$ cat src/rtl/fyp_udp_pkt_gen_if.sv
// Header and payload bus between fyp_udp_pkt_gen and udp_checksum_gen.
//   hdr_valid/hdr_ready     : header handshake
//   udp_src/udp_dst/ip_dst  : fixed header fields
//   ip_id                   : IP identification of the current packet
//   tdata/tvalid/tready/tlast/tuser : 8-bit AXI-Stream payload
// master modport = generator side, slave modport = checksum side.
interface fyp_udp_pkt_gen_if;
    localparam int unsigned PORT_W = 16;
    localparam int unsigned ADDR_W = 32;
    localparam int unsigned ID_W   = 16;
    localparam int unsigned DATA_W = 8;

    logic              hdr_valid;
    logic              hdr_ready;
    logic [PORT_W-1:0] udp_src;
    logic [PORT_W-1:0] udp_dst;
    logic [ADDR_W-1:0] ip_dst;
    logic [ID_W-1:0]   ip_id;
    logic [DATA_W-1:0] tdata;
    logic              tvalid;
    logic              tready;
    logic              tlast;
    logic              tuser;

    modport master (
        output hdr_valid, udp_src, udp_dst, ip_dst, ip_id,
        output tdata, tvalid, tlast, tuser,
        input  hdr_ready, tready
    );

    modport slave (
        input  hdr_valid, udp_src, udp_dst, ip_dst, ip_id,
        input  tdata, tvalid, tlast, tuser,
        output hdr_ready, tready
    );
endinterface

$ cat src/rtl/fyp_udp_pkt_gen.sv
// Runtime-configurable UDP packet source feeding udp_checksum_gen.
// Generates bursts of cfg_pkt_count packets (0 = continuous) with a
// programmable payload length, pattern (constant / incrementing / PRBS-7)
// and inter-packet gap. Each packet carries an incrementing IP id.
// Ports:
//   clk, reset        : clock, synchronous active-high reset
//   start, stop       : 1-cycle control pulses
//   cfg_payload_len   : payload bytes per packet (0 treated as 1)
//   cfg_mode          : 0/3 constant, 1 incrementing, 2 PRBS-7
//   cfg_pkt_count     : packets per burst, 0 = continuous
//   cfg_gap           : idle cycles between last beat and next header
//   bus               : header + payload bus (master modport)
//   pkts_sent         : packets completed since the last start
//   busy              : high whenever not idle
// Optional macro FYP_PKT_SEQ_EN: payload bytes 0..3 carry pkts_sent
// (big-endian) and the pattern starts at byte 4.
module fyp_udp_pkt_gen #(
    parameter logic [15:0]  UDP_SRC    = 16'h1111,
    parameter logic [15:0]  UDP_DST    = 16'h2222,
    parameter logic [31:0]  IP_DST     = 32'hc0a80105,
    parameter logic [7:0]   CONST_BYTE = 8'h11,
    parameter logic [6:0]   PRBS_SEED  = 7'h7F,
    parameter int unsigned  CNT_WIDTH  = 32
) (
    input  logic                 clk,
    input  logic                 reset,
    input  logic                 start,
    input  logic                 stop,
    input  logic [15:0]          cfg_payload_len,
    input  logic [1:0]           cfg_mode,
    input  logic [CNT_WIDTH-1:0] cfg_pkt_count,
    input  logic [15:0]          cfg_gap,
    fyp_udp_pkt_gen_if.master    bus,
    output logic [CNT_WIDTH-1:0] pkts_sent,
    output logic                 busy
);
    localparam int unsigned LEN_W = 16;

    typedef enum logic [1:0] {S_IDLE, S_HDR, S_PAYLOAD, S_GAP} state_t;

    state_t               r_state, w_state;
    logic                 r_hdr_valid, w_hdr_valid;
    logic                 r_tvalid, w_tvalid;
    logic                 r_tlast, w_tlast;
    logic [7:0]           r_tdata, w_tdata;
    logic [15:0]          r_ip_id, w_ip_id;
    logic [CNT_WIDTH-1:0] r_pkts, w_pkts, w_pkts_inc;
    logic                 r_busy, w_busy;
    logic [LEN_W-1:0]     r_idx, w_idx;
    logic [7:0]           r_k, w_k;
    logic [15:0]          r_gap_cnt, w_gap_cnt;
    logic [6:0]           r_prbs, w_prbs, w_prbs_step;
    logic                 r_stop_pend, w_stop_pend;
    logic                 w_load, w_pat_beat;
    logic [7:0]           w_pat;

    // Burst configuration, frozen at start
    logic [LEN_W-1:0]     r_len;
    logic [1:0]           r_mode;
    logic [CNT_WIDTH-1:0] r_count;
    logic [15:0]          r_gap;

    always_ff @(posedge clk) begin
        if (reset) begin
            r_len   <= LEN_W'(1);
            r_mode  <= 2'd0;
            r_count <= '0;
            r_gap   <= 16'd0;
        end else if (r_state == S_IDLE && start) begin
            r_len   <= (cfg_payload_len == 16'd0) ? LEN_W'(1) : cfg_payload_len;
            r_mode  <= cfg_mode;
            r_count <= cfg_pkt_count;
            r_gap   <= cfg_gap;
        end
    end

    // State and registered outputs
    always_ff @(posedge clk) begin
        if (reset) begin
            r_state     <= S_IDLE;
            r_hdr_valid <= 1'b0;
            r_tvalid    <= 1'b0;
            r_tlast     <= 1'b0;
            r_tdata     <= 8'd0;
            r_ip_id     <= 16'd0;
            r_pkts      <= '0;
            r_busy      <= 1'b0;
            r_idx       <= '0;
            r_k         <= 8'd0;
            r_gap_cnt   <= 16'd0;
            r_prbs      <= PRBS_SEED;
            r_stop_pend <= 1'b0;
        end else begin
            r_state     <= w_state;
            r_hdr_valid <= w_hdr_valid;
            r_tvalid    <= w_tvalid;
            r_tlast     <= w_tlast;
            r_tdata     <= w_tdata;
            r_ip_id     <= w_ip_id;
            r_pkts      <= w_pkts;
            r_busy      <= w_busy;
            r_idx       <= w_idx;
            r_k         <= w_k;
            r_gap_cnt   <= w_gap_cnt;
            r_prbs      <= w_prbs;
            r_stop_pend <= w_stop_pend;
        end
    end

    // Next state, next outputs and next payload byte
    always_comb begin
        w_state     = r_state;
        w_hdr_valid = r_hdr_valid;
        w_tvalid    = r_tvalid;
        w_tlast     = r_tlast;
        w_tdata     = r_tdata;
        w_ip_id     = r_ip_id;
        w_pkts      = r_pkts;
        w_busy      = r_busy;
        w_idx       = r_idx;
        w_k         = r_k;
        w_gap_cnt   = r_gap_cnt;
        w_prbs      = r_prbs;
        w_stop_pend = r_stop_pend;
        w_load      = 1'b0;
        w_pat       = CONST_BYTE;
        w_pkts_inc  = CNT_WIDTH'(r_pkts + CNT_WIDTH'(1));
        // x^7 + x^6 + 1
        w_prbs_step = {r_prbs[5:0], r_prbs[6] ^ r_prbs[5]};
`ifdef FYP_PKT_SEQ_EN
        w_pat_beat  = (r_idx >= LEN_W'(4));
`else
        w_pat_beat  = 1'b1;
`endif

        case (r_state)
            S_IDLE: begin
                if (start) begin
                    w_state     = S_HDR;
                    w_hdr_valid = 1'b1;
                    w_busy      = 1'b1;
                    w_pkts      = '0;
                    w_prbs      = PRBS_SEED;
                    w_stop_pend = 1'b0;
                end
            end
            S_HDR: begin
                if (stop) begin
                    w_state     = S_IDLE;
                    w_hdr_valid = 1'b0;
                    w_busy      = 1'b0;
                end else if (bus.hdr_ready) begin
                    w_state     = S_PAYLOAD;
                    w_hdr_valid = 1'b0;
                    w_tvalid    = 1'b1;
                    w_idx       = '0;
                    w_k         = 8'd0;
                    w_tlast     = (r_len == LEN_W'(1));
                    w_load      = 1'b1;
                end
            end
            S_PAYLOAD: begin
                if (stop) begin
                    w_stop_pend = 1'b1;
                end
                if (bus.tready) begin
                    // PRBS advances only on pattern bytes, never on sequence bytes
                    if (w_pat_beat) begin
                        w_prbs = w_prbs_step;
                    end
                    if (r_tlast) begin
                        w_pkts   = w_pkts_inc;
                        w_ip_id  = 16'(r_ip_id + 16'd1);
                        w_tvalid = 1'b0;
                        w_tlast  = 1'b0;
                        w_idx    = '0;
                        if (r_stop_pend || stop ||
                            (r_count != '0 && w_pkts_inc == r_count)) begin
                            w_state     = S_IDLE;
                            w_busy      = 1'b0;
                            w_stop_pend = 1'b0;
                        end else if (r_gap == 16'd0) begin
                            w_state     = S_HDR;
                            w_hdr_valid = 1'b1;
                        end else begin
                            w_state   = S_GAP;
                            w_gap_cnt = 16'(r_gap - 16'd1);
                        end
                    end else begin
                        w_idx   = LEN_W'(r_idx + LEN_W'(1));
                        w_k     = w_pat_beat ? 8'(r_k + 8'd1) : r_k;
                        w_tlast = (w_idx == LEN_W'(r_len - LEN_W'(1)));
                        w_load  = 1'b1;
                    end
                end
            end
            S_GAP: begin
                if (stop) begin
                    w_state = S_IDLE;
                    w_busy  = 1'b0;
                end else if (r_gap_cnt == 16'd0) begin
                    w_state     = S_HDR;
                    w_hdr_valid = 1'b1;
                end else begin
                    w_gap_cnt = 16'(r_gap_cnt - 16'd1);
                end
            end
            default: begin
                w_state = S_IDLE;
            end
        endcase

        // Byte presented on the next beat, from next index / k / PRBS values
        case (r_mode)
            2'd1:    w_pat = w_k;
            2'd2:    w_pat = {1'b0, w_prbs};
            default: w_pat = CONST_BYTE;
        endcase
`ifdef FYP_PKT_SEQ_EN
        if (w_idx < LEN_W'(4)) begin
            case (w_idx[1:0])
                2'd0:    w_pat = 8'(32'(r_pkts) >> 24);
                2'd1:    w_pat = 8'(32'(r_pkts) >> 16);
                2'd2:    w_pat = 8'(32'(r_pkts) >> 8);
                default: w_pat = 8'(32'(r_pkts));
            endcase
        end
`endif
        if (w_load) begin
            w_tdata = w_pat;
        end
    end

    assign bus.hdr_valid = r_hdr_valid;
    assign bus.udp_src   = UDP_SRC;
    assign bus.udp_dst   = UDP_DST;
    assign bus.ip_dst    = IP_DST;
    assign bus.ip_id     = r_ip_id;
    assign bus.tdata     = r_tdata;
    assign bus.tvalid    = r_tvalid;
    assign bus.tlast     = r_tlast;
    assign bus.tuser     = 1'b0;
    assign pkts_sent     = r_pkts;
    assign busy          = r_busy;
endmodule

$ cat src/flat_wrapper.sv
// flat-port wrapper written by rule: the top's interface ports become plain ports
module fyp_udp_pkt_gen_flat 
#(
    parameter logic [15:0]  UDP_SRC    = 16'h1111,
    parameter logic [15:0]  UDP_DST    = 16'h2222,
    parameter logic [31:0]  IP_DST     = 32'hc0a80105,
    parameter logic [7:0]   CONST_BYTE = 8'h11,
    parameter logic [6:0]   PRBS_SEED  = 7'h7F,
    parameter int unsigned  CNT_WIDTH  = 32
)
  (clk, reset, start, stop, cfg_payload_len, cfg_mode, cfg_pkt_count, cfg_gap, pkts_sent, busy, bus_hdr_valid, bus_udp_src, bus_udp_dst, bus_ip_dst, bus_ip_id, bus_tdata, bus_tvalid, bus_tlast, bus_tuser, bus_hdr_ready, bus_tready);
  fyp_udp_pkt_gen_if bus_i ();
  input  logic clk;
  input  logic reset;
  input  logic start;
  input  logic stop;
  input  logic [15:0] cfg_payload_len;
  input  logic [1:0] cfg_mode;
  input  logic [CNT_WIDTH-1:0] cfg_pkt_count;
  input  logic [15:0] cfg_gap;
  output logic [CNT_WIDTH-1:0] pkts_sent;
  output logic busy;
  output wire logic [$bits(bus_i.hdr_valid)-1:0] bus_hdr_valid;
  output wire logic [$bits(bus_i.udp_src)-1:0] bus_udp_src;
  output wire logic [$bits(bus_i.udp_dst)-1:0] bus_udp_dst;
  output wire logic [$bits(bus_i.ip_dst)-1:0] bus_ip_dst;
  output wire logic [$bits(bus_i.ip_id)-1:0] bus_ip_id;
  output wire logic [$bits(bus_i.tdata)-1:0] bus_tdata;
  output wire logic [$bits(bus_i.tvalid)-1:0] bus_tvalid;
  output wire logic [$bits(bus_i.tlast)-1:0] bus_tlast;
  output wire logic [$bits(bus_i.tuser)-1:0] bus_tuser;
  input wire logic [$bits(bus_i.hdr_ready)-1:0] bus_hdr_ready;
  input wire logic [$bits(bus_i.tready)-1:0] bus_tready;
  assign bus_hdr_valid = bus_i.hdr_valid;
  assign bus_udp_src = bus_i.udp_src;
  assign bus_udp_dst = bus_i.udp_dst;
  assign bus_ip_dst = bus_i.ip_dst;
  assign bus_ip_id = bus_i.ip_id;
  assign bus_tdata = bus_i.tdata;
  assign bus_tvalid = bus_i.tvalid;
  assign bus_tlast = bus_i.tlast;
  assign bus_tuser = bus_i.tuser;
  assign bus_i.hdr_ready = bus_hdr_ready;
  assign bus_i.tready = bus_tready;
  fyp_udp_pkt_gen #(.UDP_SRC(UDP_SRC), .UDP_DST(UDP_DST), .IP_DST(IP_DST), .CONST_BYTE(CONST_BYTE), .PRBS_SEED(PRBS_SEED), .CNT_WIDTH(CNT_WIDTH)) u_core (.clk(clk), .reset(reset), .start(start), .stop(stop), .cfg_payload_len(cfg_payload_len), .cfg_mode(cfg_mode), .cfg_pkt_count(cfg_pkt_count), .cfg_gap(cfg_gap), .bus(bus_i), .pkts_sent(pkts_sent), .busy(busy));
endmodule
$ cat config.mk
export PLATFORM = sky130hd
export DESIGN_NAME = fyp_udp_pkt_gen_flat
export DESIGN_NICKNAME = d
export VERILOG_FILES = /design/src/rtl/fyp_udp_pkt_gen_if.sv /design/src/rtl/fyp_udp_pkt_gen.sv /design/src/flat_wrapper.sv
export SDC_FILE = /design/constraint.sdc
export NUM_CORES = 1
export LEC_CHECK = 0
export CAP_MARGIN = 20
export CORE_ASPECT_RATIO = 1.2
export CORE_MARGIN = 2
export CORE_UTILIZATION = 57
export CTS_CLUSTER_SIZE = 40
export DETAILED_ROUTE_END_ITERATION = 10
export GPL_TIMING_DRIVEN = 0
export PLACE_DENSITY = 0.95
export SLEW_MARGIN = 20
export SYNTH_ARGS = -nofsm -noshare
export SYNTH_HDL_FRONTEND = slang
export SYNTH_SLANG_ARGS = --single-unit
$ cat constraint.sdc
create_clock -name clk -period 11.4 [get_ports clk]
set_clock_uncertainty 0.15 [all_clocks]
set_input_delay 2.28 -clock clk [delete_from_list [all_inputs] [get_ports clk]]
set_output_delay 2.28 -clock clk [all_outputs]
set_load 0.02 [all_outputs]
==> flow_metrics.py <==
metrics = {
    "finish": {
        "fill_cells": 1454,
        "seqCellArea_um2": 3520,
        "final_cell_area_um2": 12800,
        "most-common-layout-cells": "nand2_1, dfxtp_1, a21oi_1, clkdlybuf4s50_1, nor2_1",
        "diodes": 0,
        "drive_gt1_frac": 0.0784,
        "multi_input_comb_area_um2": 6280,
        "final_common_cell": "nand2_1",
        "syn_to_final_growth_pct": 22.9,
        "num-nets-final": 1704,
    },
    "clocking": {
        "cts_hold_buffers": 0,
        "clk_latency_ns": 0.44,
        "cts_tree": "built",
        "cts-buffers-inserted": 17,
        "h-tree-depth": 4,
        "clkTransAtPathRegs_ns": 0.07,
        "postCtsSetupBuffers": 0,
        "clk_path_buf_depth": 2,
        "post_cts_resized": 0,
        "cts_root_buf": "clkbuf_16",
        "clkSinkCount": 176,
    },
    "hold_path": {
        "hold_path_depth": 2,
        "hold_path_class": "reg2reg",
        "hp-start": "u_core.r_gap_cnt[0]",
        "min_to": "u_core.r_gap_cnt[0]",
    },
    "sta": {
        "slew_headroom": 0.402,
        "setup_tns_ns": 0,
        "fmax_mhz": 194,
        "period_share": 0.452,
        "fin_crit_ns": 5.16,
        "hold_violations": 0,
        "drv_slew": 0,
        "setup_viol": 0,
        "tightest_slew_ns": 0.893,
        "rsz0062_at_grt": "false",
    },
    "synthesis": {
        "synth-async-reset-ratio": 0,
        "synth_top_flop_cell": "dfxtp_1",
        "yosysUniqueCellTypes": 70,
        "ys_seq_elements": 176,
        "netlist_instances": 1408,
        "ys_warn_count": 0,
        "synth_edf_count": 0,
        "yosysSeqAreaShare": 0.337,
        "syn_area_um2": 10400,
        "syn_area_per_cell_um2": 7.42,
    },
    "floorplanning": {
        "io_pins": 197,
        "die-area_um2": 19400,
        "chipWidth_um": 128,
        "dieHeight_um": 152,
        "core_um2": 18100,
        "initial_core_util": 0.577,
        "row_count": 54,
    },
    "route": {
        "wl_per_cell_um": 18.1,
        "drtAntennaViolNets": 0,
        "drtPass1Iterations": 7,
        "via_per_inst": 6.04,
        "dr.first_iter.drc_count": 1354,
        "via_count": 11200,
        "wirelength_um": 33600,
        "post-route-drc-count": 0,
    },
    "global_route": {
        "grt_start_max_net_pins": 18,
        "grt_use_total": 0.339,
        "grt_pass1_vias": 10400,
        "grt_pass1_wl_um": 53200,
        "grt_overflow": 0,
        "antenna_found_initial": 1,
    },
    "worst_setup_path": {
        "arrival_ns": 5.36,
        "worst-setup-path-type": "in2reg",
        "ff2ff_path_depth": 14,
        "r2r_slack_ns": 6.73,
        "r2r-start": "u_core.r_state[0]",
        "start_kind": "primary input",
        "r2r_end": "u_core.r_gap_cnt[14]",
        "worstPathRequired_ns": 11.61,
        "worstPathMaxFanout": 10,
        "worst_setup_path_end_kind": "flop",
    },
    "placed_design": {
        "dpl.hpwl_um": 25300,
        "gp_congestion": 0.979,
        "placed_area_um2": 12300,
        "io_buffers": 129,
    },
    "run": {
        "cap_violations": 0,
    },
    "power_and_ir_drop": {
        "power.internal_mw": 1.08,
        "vdd_drop_max_v": 0.000128,
        "clkPwrFrac": 0.375,
        "p_comb_frac": 0.198,
        "p_switching_mw": 0.491,
        "leakage_nw": 4.81,
        "p_seq_frac": 0.428,
        "p_per_area_nw_per_um2": 122,
        "p_sw_frac": 0.313,
    },
    "outcome": {
        "status": "completed",
    },
}
## cell type report
| cell class | count | area share |
|---|---|---|
| clock inverter | 14 | 0.0117 |
| buffer | 143 | 0.0624 |
| clock buffer | 18 | 0.0334 |
| sequential | 176 | 0.274 |
| inverter | 23 | 0.00672 |
| tap | 224 | 0.0218 |
| timing repair buffer | 129 | 0.101 |
| multi-input combinational | 1129 | 0.489 |
## kinds of logic after synthesis
| logic type | Yosys count | synth area share |
|---|---|---|
| and+or+nand+nor | 606 | 0.274 |
| AOI/OAI and AO/OA | 333 | 0.189 |
| DFF | 176 | 0.337 |
| buffers and inverters | 166 | 0.0849 |
| xor gates and xnor gates | 103 | 0.0890 |
| adders and majority gates | 13 | 0.0156 |
| muxes | 9 | 0.00886 |
| other | 2 | 0.000719 |
## sequential cells by signal, summed over array words and instances, names as in the netlist
signal                cells
u_core.bus.tvalid         1
u_core.pkts_sent         32
u_core.busy               1
u_core.bus.hdr_valid      1
u_core.bus.tlast          1
u_core.bus.tdata          8
u_core.r_mode             2
u_core.r_len             16
u_core.r_gap             16
u_core.bus.ip_id         16
u_core.r_state            2
u_core.r_idx             16
u_core.r_k                8
u_core.r_count           32
u_core.r_gap_cnt         16
u_core.r_prbs             7
u_core.r_stop_pend        1
## power by group through the flow
| stage | Combinational (mW) | Sequential (mW) | Clock, mW |
|---|---|---|---|
| final | 0.310 | 0.671 | 0.588 |
| after global routing | 0.337 | 0.673 | 0.612 |
| after CTS | 0.304 | 0.669 | 0.590 |
| after detailed placement | 0.301 | 0.683 | 0 |
| after global placement | 0.294 | 0.682 | 0 |
| after floorplan | 0.213 | 0.675 | 0 |
## stage by stage
stage	hold WS [ns]	std cells	setup slack, ns	utilization	power (mW)
floorplan	0.294	1471	7.18	-	0.888
global placement	0.304	1824	5.53	0.677	0.976
detailed placement	0.317	1824	5.96	0.677	0.984
CTS	0.325	1856	6.41	0.709	1.56
global route	0.356	1856	6.16	0.709	1.62
finish	0.332	1856	6.24	0.709	1.57
## cell usage after synthesis (all sizes together), types with 10 or more instances
cell type | instances | area (um^2)
nor2b | 12 | 75.1
nor3 | 48 | 245
or3 | 16 | 100
a21oi | 135 | 676
inv | 22 | 82.6
and3 | 13 | 81.3
nor2 | 117 | 439
nand4 | 26 | 163
ha | 13 | 163
xor2 | 34 | 298
a211oi | 10 | 75.1
nand2 | 243 | 912
and2 | 12 | 75.1
nand3 | 40 | 218
a22oi | 10 | 75.1
o21ai | 94 | 470
nor4 | 38 | 250
dfxtp | 176 | 3520
a31oi | 10 | 62.6
clkbuf | 59 | 221
o31ai | 13 | 97.6
buf | 84 | 579
xnor2 | 67 | 587
## worst max-delay path: stages
cell             delay, ns
clkdlybuf4s50_1       0.67
and2_1                0.20
clkbuf_1              0.35
nand2_1               0.25
nor3_2                0.73
clkbuf_1              0.60
nand2_1               0.10
o21ai_0               0.18
## layer usage
| layer | vias to the layer above | global-route usage | share of wire |
|---|---|---|---|
| met5 | - | 0 | 0.00051 |
| met1 | 5186 | 0.394 | 0.37 |
| met4 | 2 | 0.160 | 0.047 |
| li1 | 5239 | - | - |
| met2 | 630 | 0.606 | 0.51 |
| met3 | 149 | 0.0506 | 0.073 |
## worst max-delay path by stage
stage / startpoint / end / slack (ns)
4_1_cts: bus_tready / u_core.pkts_sent[15] / 6.41
3_3_place_gp: bus_tready / u_core.pkts_sent[2] / 5.53
6_report: bus_tready / u_core.pkts_sent[15] / 6.24
5_1_grt: bus_tready / u_core.pkts_sent[15] / 6.16
2_1_floorplan: stop / u_core.r_gap_cnt[9] / 7.18
3_5_place_dp: bus_tready / u_core.pkts_sent[2] / 5.96
(Power assumes the default switching activity.)
